### config.mk
export PLATFORM = sky130hd
export DESIGN_NAME = operand_fetch
export DESIGN_NICKNAME = d
export VERILOG_FILES = /design/src/rtl/operand_fetch.sv
export SDC_FILE = /design/constraint.sdc
export NUM_CORES = 1
export LEC_CHECK = 0
export ABC_AREA = 1
export BUFFER_PORTS_ARGS = -buffer_cell sky130_fd_sc_hd__clkbuf_2
export CAP_MARGIN = 20
export CORE_AREA = 5 5 73 141
export CTS_CLUSTER_DIAMETER = 100
export CTS_CLUSTER_SIZE = 25
export DETAILED_ROUTE_END_ITERATION = 6
export DIE_AREA = 0 0 78 146
export PLACE_DENSITY = 0.92
export SLEW_MARGIN = 20
export SYNTH_ARGS = -nofsm -noshare
export SYNTH_HDL_FRONTEND = slang
export SYNTH_SLANG_ARGS = --single-unit
### constraint.sdc
create_clock -name clock -period 2.6 [get_ports clock]
set_clock_uncertainty 0.2 [all_clocks]
set_input_delay 0 -clock clock [delete_from_list [all_inputs] [get_ports clock]]
set_output_delay 0 -clock clock [all_outputs]
set_load 0.01 [all_outputs]
### src/rtl/operand_fetch.sv
// operand_fetch: LC-3 register-file initiator with an 8-entry pending-write scoreboard.
// Decodes source/destination fields, primes RegFile reads, and turns writebacks into ld_reg pulses.
module operand_fetch #(
  parameter bit WAW_STALL = 1'b1
) (
  input  logic        clock,
  input  logic        reset_n,
  input  logic        instr_valid,
  input  logic [15:0] instr,
  output logic        instr_ready,
  output logic [2:0]  SR1,
  output logic [2:0]  SR2,
  input  logic [15:0] SR1out,
  input  logic [15:0] SR2out,
  output logic [2:0]  DR,
  output logic [15:0] data,
  output logic        ld_reg,
  output logic        op_valid,
  input  logic        op_ready,
  output logic [15:0] op_a,
  output logic [15:0] op_b,
  output logic [15:0] op_ir,
  output logic [2:0]  op_dr,
  output logic        op_wr,
  input  logic        wb_valid,
  input  logic [2:0]  wb_dr,
  input  logic [15:0] wb_data,
  output logic        wb_ready
);

  typedef enum logic [2:0] {S_IDLE, S_HAZARD, S_PRIME, S_SETTLE, S_VALID} state_t;

  typedef struct packed {
    logic       use1;
    logic       use2;
    logic       wr;
    logic [2:0] sr1;
    logic [2:0] sr2;
    logic [2:0] dr;
  } dec_t;

  function automatic dec_t decode(input logic [15:0] ir);
    dec_t d;
    d = '0;
    case (ir[15:12])
      4'b0001, 4'b0101: begin  // ADD, AND
        d.use1 = 1'b1;
        d.sr1  = ir[8:6];
        d.use2 = ~ir[5];
        d.sr2  = ir[5] ? 3'd0 : ir[2:0];
        d.wr   = 1'b1;
        d.dr   = ir[11:9];
      end
      4'b1001, 4'b0110: begin  // NOT, LDR
        d.use1 = 1'b1;
        d.sr1  = ir[8:6];
        d.wr   = 1'b1;
        d.dr   = ir[11:9];
      end
      4'b0111: begin  // STR
        d.use1 = 1'b1;
        d.sr1  = ir[8:6];
        d.use2 = 1'b1;
        d.sr2  = ir[11:9];
      end
      4'b0011, 4'b1011: begin  // ST, STI
        d.use2 = 1'b1;
        d.sr2  = ir[11:9];
      end
      4'b1100: begin  // JMP
        d.use1 = 1'b1;
        d.sr1  = ir[8:6];
      end
      4'b0100: begin  // JSR / JSRR
        d.use1 = ~ir[11];
        d.sr1  = ir[11] ? 3'd0 : ir[8:6];
        d.wr   = 1'b1;
        d.dr   = 3'd7;
      end
      4'b0010, 4'b1010, 4'b1110: begin  // LD, LDI, LEA
        d.wr = 1'b1;
        d.dr = ir[11:9];
      end
      4'b1111: begin  // TRAP
        d.wr = 1'b1;
        d.dr = 3'd7;
      end
      default: d = '0;
    endcase
    return d;
  endfunction

  state_t      state_r;
  dec_t        dec_r;
  logic [15:0] ir_r;
  logic [7:0]  pending_r;
  logic [7:0]  pend_clr_s;
  logic [7:0]  pend_nxt_s;
  logic        hazard_s;

  assign instr_ready = reset_n && (state_r == S_IDLE);
  assign wb_ready    = reset_n && !ld_reg;

  // Scoreboard next state; the hazard check sees a clear landing this edge so PRIME follows immediately.
  always_comb begin
    pend_clr_s = pending_r;
    if (ld_reg) begin
      pend_clr_s[DR] = 1'b0;
    end else begin
      pend_clr_s = pending_r;
    end
    pend_nxt_s = pend_clr_s;
    if ((state_r == S_VALID) && op_ready && op_wr) begin
      pend_nxt_s[op_dr] = 1'b1;
    end else begin
      pend_nxt_s = pend_clr_s;
    end
    hazard_s = (dec_r.use1 && pend_clr_s[dec_r.sr1]) ||
               (dec_r.use2 && pend_clr_s[dec_r.sr2]) ||
               (WAW_STALL && dec_r.wr && pend_clr_s[dec_r.dr]);
  end

  // Pending-write scoreboard register.
  always_ff @(posedge clock) begin
    if (!reset_n) begin
      pending_r <= 8'd0;
    end else begin
      pending_r <= pend_nxt_s;
    end
  end

  // Writeback path: one-cycle ld_reg pulse, DR/data held until the next accepted writeback.
  always_ff @(posedge clock) begin
    if (!reset_n) begin
      ld_reg <= 1'b0;
      DR     <= 3'd0;
      data   <= 16'd0;
    end else if (wb_valid && !ld_reg) begin
      ld_reg <= 1'b1;
      DR     <= wb_dr;
      data   <= wb_data;
    end else begin
      ld_reg <= 1'b0;
    end
  end

  // Issue FSM; the complemented select in HAZARD forces RegFile to re-evaluate an unchanged select.
  always_ff @(posedge clock) begin
    if (!reset_n) begin
      state_r  <= S_IDLE;
      dec_r    <= '0;
      ir_r     <= 16'd0;
      SR1      <= 3'd0;
      SR2      <= 3'd0;
      op_valid <= 1'b0;
      op_a     <= 16'd0;
      op_b     <= 16'd0;
      op_ir    <= 16'd0;
      op_dr    <= 3'd0;
      op_wr    <= 1'b0;
    end else begin
      case (state_r)
        S_IDLE: begin
          if (instr_valid) begin
            ir_r    <= instr;
            dec_r   <= decode(instr);
            state_r <= S_HAZARD;
          end
        end
        S_HAZARD: begin
          if (!hazard_s) begin
            SR1     <= ~dec_r.sr1;
            SR2     <= ~dec_r.sr2;
            state_r <= S_PRIME;
          end
        end
        S_PRIME: begin
          SR1     <= dec_r.sr1;
          SR2     <= dec_r.sr2;
          state_r <= S_SETTLE;
        end
        S_SETTLE: begin
          op_a     <= dec_r.use1 ? SR1out : 16'd0;
          op_b     <= dec_r.use2 ? SR2out : 16'd0;
          op_ir    <= ir_r;
          op_dr    <= dec_r.dr;
          op_wr    <= dec_r.wr;
          op_valid <= 1'b1;
          state_r  <= S_VALID;
        end
        S_VALID: begin
          if (op_ready) begin
            op_valid <= 1'b0;
            state_r  <= S_IDLE;
          end
        end
        default: state_r <= S_IDLE;
      endcase
    end
  end

endmodule

# Word-level counts from Yosys, hierarchy flattened
# Index checks and enable logic that the tools add are counted.
# word_totals
ff_bits	118
input_bits	72
out_inout_bits	81
word_cells	113
# op_classes
order_cmp	7
n_eq_ne	20
n_mux	33
bitwise	7
reduce_logical	26
# ops
operator	n
16-bit 2-to-1 mux	2
3-bit case mux with 2 select lines	5
4-bit equality test, second input constant	6
3-bit 2-to-1 mux	7
3-bit by 4-bit less-than comparator with 1-bit output, second input constant	5
4-bit by 3-bit equality test with 1-bit output, second input constant	4
8-bit 2-to-1 mux	2
3-bit case mux with 5 select lines	1
1-bit logical AND	10
1-bit binary-select mux with 3-bit select	3
9-bit OR reduction	1
8-bit AND	1
4-bit by 2-bit equality test with 1-bit output, second input constant	2
1-bit 2-to-1 mux	8
8-bit NOT	1
8-bit bitwise OR	1
7-bit OR reduction	1
1-bit demux with 3-bit select	2
3-bit by 2-bit equality test with 1-bit output, second input constant	2
3-bit by 1-bit >= comparator with 1-bit output, second input constant	2
2-bit != test, second input constant	3
3-bit NOT	2
1-bit case mux with 2 select lines	3
2-bit AND reduction	3
12 further kinds	16

# Depth between registers and ports, before layout
# logic_depth
depth_word	14
depth_mapped	13
ltp_nobuf	13

# Worst setup path before layout
# Ideal clock, no wire load.
# synth_path
path_kind	reg-to-reg
from	register DR[1]
to	register SR1[0]
setup_time_ps	128
t_arrival_ps	1390
required_ps	2272
slack_ps	883
stages_incl_launch_ff	14
path_buffers	0
synth_period_minus_slack_ps	1717
cell_sequence	dfxtp_1 -> inv_1 -> nor2_1 -> nand2_1 -> nand3_1 -> nand3_1 -> nand2_1 -> nand2_2 -> nand3_4 -> nand3_2 -> nand2_2 -> nand3_1 -> nand2_1 -> nor2_1
# synth_between
elab_chain_len	14
word_cells_on_any_way	21
classes_between	order compare: 2; eq/ne: 1; mux: 9; bitwise: 2; reduce/logical: 7
# synth_lines
element	line	rtl
start: declaration	15	output logic [2:0] DR,
start signal: assignment	140	DR <= wb_dr;
3-bit by 4-bit less-than comparator with 1-bit output (not written as such) / 3-bit by 1-bit >= comparator with 1-bit output (equally long branches)	108	pend_clr_s[DR] = 1'b0;
1-bit logical AND (not written as such)	108	
1-bit 2-to-1 mux (not written as such)	108	
1-bit demux with 3-bit select *	108	
8-bit NOT (no line) *	n/a	
8-bit AND (no line) *	n/a	
8-bit 2-to-1 mux *	107	if (ld_reg) begin
1-bit binary-select mux with 3-bit select, on equally long branches	118, 119	
1-bit 2-to-1 mux, on equally long branches	118, 119	
1-bit logical AND, on equally long branches	118, 119	
1-bit logical OR	118	hazard_s = (dec_r.use1 && pend_clr_s[dec_r.sr1]) ||
1-bit logical OR *	119	(dec_r.use2 && pend_clr_s[dec_r.sr2]) ||
2-bit != test (no line) *	n/a	
2-bit AND reduction (no line) *	n/a	
end signal: assignment	172	SR1 <= ~dec_r.sr1;
end signal: assignment	178	SR1 <= dec_r.sr1;
end: declaration	11	output logic [2:0] SR1,
# Mark *: on every way between the ends. The rest lies on a longest branch, timed or not. The select of a mux whose other input is x is not followed.
# A chain may end at the register's enable or synchronous reset.

# Worst setup path in the final report
# layout_path
from	register ld_reg
to	register DR[0]
# layout_between
elab_chain_len	2
# layout_lines
element	line	rtl
start: declaration	17	output logic ld_reg,
start signal: assignment	135	ld_reg <= 1'b0;
start signal: assignment	139	ld_reg <= 1'b1;
start signal: assignment	143	ld_reg <= 1'b0;
1-bit zero test	138	end else if (wb_valid && !ld_reg) begin
1-bit logical AND	138	
# Every way passes these cells.

==> impl_metrics.toml <==
[status]
status = "completed"

[synth]
yosys_warnings = 0
synth_edf_count = 0
syn_area_mm2 = 0.00482
synth_nets = 724
yosys-top-cells-count = "dfxtp_1 (118), nand2_1 (114), nor2_1 (89)"
synth_top_area_frac = 0.490
yosysMostFrequentCell = "dfxtp_1"
yosys-top-cells-area = "dfxtp_1 (49%), nand2_1 (8.9%), nand3_1 (8.2%)"
ys_ff_latch = 118
synth-main-ff-cell = "dfxtp_1"
synth_cell_type_count = 30
ys_async_sr_fraction = 0
yosysTopAreaCell = "dfxtp_1"
avgSynthCellArea_um2 = 7.39
syn_inst = 652
yosysSeqAreaShare = 0.490

[clocking]
postCtsSetupBuffers = 0
htree_levels = 4
cts_buffers = 17
clock_sinks = 118
cts_tree = "done"
clock_path_buffers = 2
clk_latency_ns = 0.41
root_buffer = "clkbuf_16"
path_clk_slew_ns = 0.06

[min_path]
hold_class = "in2reg"
hold_end = "op_a[5]$_SDFFE_PN0P_"
hold_depth = 4
hold_path_startpoint = "SR1out[5]"

[critical_path]
critical_path.endpoint_type = "flop"
crit_arrival_ns = 2.66
worstReg2RegStart = "ld_reg$_SDFF_PN0_"
cp-start-kind = "flop"
worst-setup-path-type = "reg2reg"
path_max_fanout = 23
worstPathRequired_ns = 2.75
r2r_slack_ns = 0.1
r2r_cells = 7
reg2reg_to = "DR[0]$_SDFFE_PN0P_"

[floorplan]
io_pins = 153
die_h_um = 146
die_width_um = 78
initial_core_util = 0.535
rows = 49
fp.dieArea_mm2 = 0.0114
core_mm2 = 0.00901

[final_layout]
layout.nets = 966
final_cell_count_no_fill = 1008
antenna_cells = 0
syn_to_final_growth_pct = 50.3
drive_gt1_frac = 0.231
final_area_mm2 = 0.00724
fin_util = 0.804

[pwr]
pwr-share-comb = 0.158
power.net_switching_mw = 1.38
p_int_mw = 3.85
swShare = 0.264
power_frac_seq = 0.386
irDropWorstVdd_uv = 789
power_leakage_nw = 3.29
clock_power_share = 0.456
p_per_area_mw_per_mm2 = 722

[sta]
slew_headroom = 0.589
max_freq_mhz = 399
hold_violations = 0
finalSetupViolCount = 0
rsz0062_at_grt = "no"
post-route-period-util = 0.963
final_max_slew_viol_count = 0
worst_slew_pin_slew_ns = 0.611
period_needed_ns = 2.50
final.setup.tns_ns = 0

[flow_run]
cap_viol_max_count = 0

[placement]
post_dp_cell_area_mm2 = 0.00562
gp_routability_congestion = 0.957
hpwl_mm = 9.40
numPortBuffers = 152
dpl.cell_count = 875

[detailed_routing]
post_drt_wl_per_cell_um = 17.2
drt_iter0_drc = 565
firstDrtPassIters = 6
vias_per_cell = 5.53
wirelength_mm = 17.4
num_vias = 5573
ant_nets = 0
drc = 0

[grt]
antenna_found_initial = 0
grt_pass1_wl_mm = 28.0
globalRouteMet2Util = 0.557
grt_pass1_vias = 5648
grt_max_degree = 58
grt.total_usage = 0.304
grtUsageMet3 = 0.0663
gr-total-overflow = 0
grt_util_met1 = 0.308
busiest_layer = "met2"
[worst max-delay path, stage by stage (launching register included)]
cell           delay (ns)
dfxtp_1              0.44
inv_1                0.11
nand2_1              0.08
buf_4                0.23
o21ai_0              0.12
dlygate4sd3_1        0.59
a21oi_1              0.11
dlygate4sd3_1        0.56
[power by group through the flow]
stage / logic (mW) / registers [mW] / clock network (mW)
3_3_place_gp: 0.622 / 2.04 / 0
5_1_grt: 0.902 / 2.03 / 2.48
2_1_floorplan: 0.387 / 2.06 / 0
6_report: 0.827 / 2.02 / 2.38
3_5_place_dp: 0.637 / 2.04 / 0
4_1_cts: 0.786 / 2.01 / 2.38
[stage by stage]
step,hold WS [ns],setup WS (ns),total power [mW]
floorplan,-0.0568,0.883,2.45
CTS,0.186,0.223,5.18
global placement,0.0422,0.804,2.66
detailed placement,0.0515,0.734,2.68
finish,0.203,0.0968,5.23
global route,0.208,0.0280,5.41
[layer usage]
| metal | routed length (µm) | vias to the layer above |
|---|---|---|
| met2 | 9450 | 309 |
| li1 | - | 2618 |
| met5 | 0 | - |
| met4 | 905 | 0 |
| met1 | 6060 | 2561 |
| met3 | 966 | 85 |
[cells by family after synthesis]
group	after synthesis	share of synthesized area
DFF	118	0.490
buffers and inverters	89	0.0730
and+or+nand+nor	302	0.276
xor gates and xnor gates	6	0.0109
AOI/OAI and AO/OA	137	0.150
[cell type report]
class / instances / area, µm²
sequential: 118 / 2360
timing repair buffer: 262 / 1850
clock inverter: 9 / 125
inverter: 50 / 188
fill: 545 / 1770
multi-input combinational: 445 / 2110
clock buffer: 22 / 474
tap: 102 / 128
[repair_timing]
| action | 4_1_cts | 5_1_grt |
|---|---|---|
| hold buffers | 102 | 0 |
| endpoints found under the hold margin | 110 | 0 |
| resized for setup | 0 | 0 |
| endpoints found under the setup margin | 0 | 0 |
[worst max-delay path by stage]
stage,start,endpoint,slack [ns],cells after the start
4_1_cts,ld_reg$_SDFF_PN0_,DR[1]$_SDFFE_PN0P_,0.22,7
3_5_place_dp,DR[1]$_SDFFE_PN0P_,SR2[0]$_SDFFE_PN0P_,0.73,13
5_1_grt,ld_reg$_SDFF_PN0_,DR[0]$_SDFFE_PN0P_,0.03,7
3_3_place_gp,DR[1]$_SDFFE_PN0P_,SR1[0]$_SDFFE_PN0P_,0.80,13
2_1_floorplan,DR[1]$_SDFFE_PN0P_,SR1[0]$_SDFFE_PN0P_,0.88,13
6_report,ld_reg$_SDFF_PN0_,DR[0]$_SDFFE_PN0P_,0.1,7
[placed cells by master, fill, tap and decap left out, drive strengths merged, types with 3 or more instances in the layout]
cell type    count
clkbuf         174
dfxtp          118
nor2            90
nand2          119
a21oi           70
nand4            3
a31oi            3
xor2             6
a22oi            4
inv             49
o21ai           57
nand3           85
bufinv           3
dlygate4sd3    102
buf              8
nor3             3
clkinv           5
(Power assumes the default switching activity.)
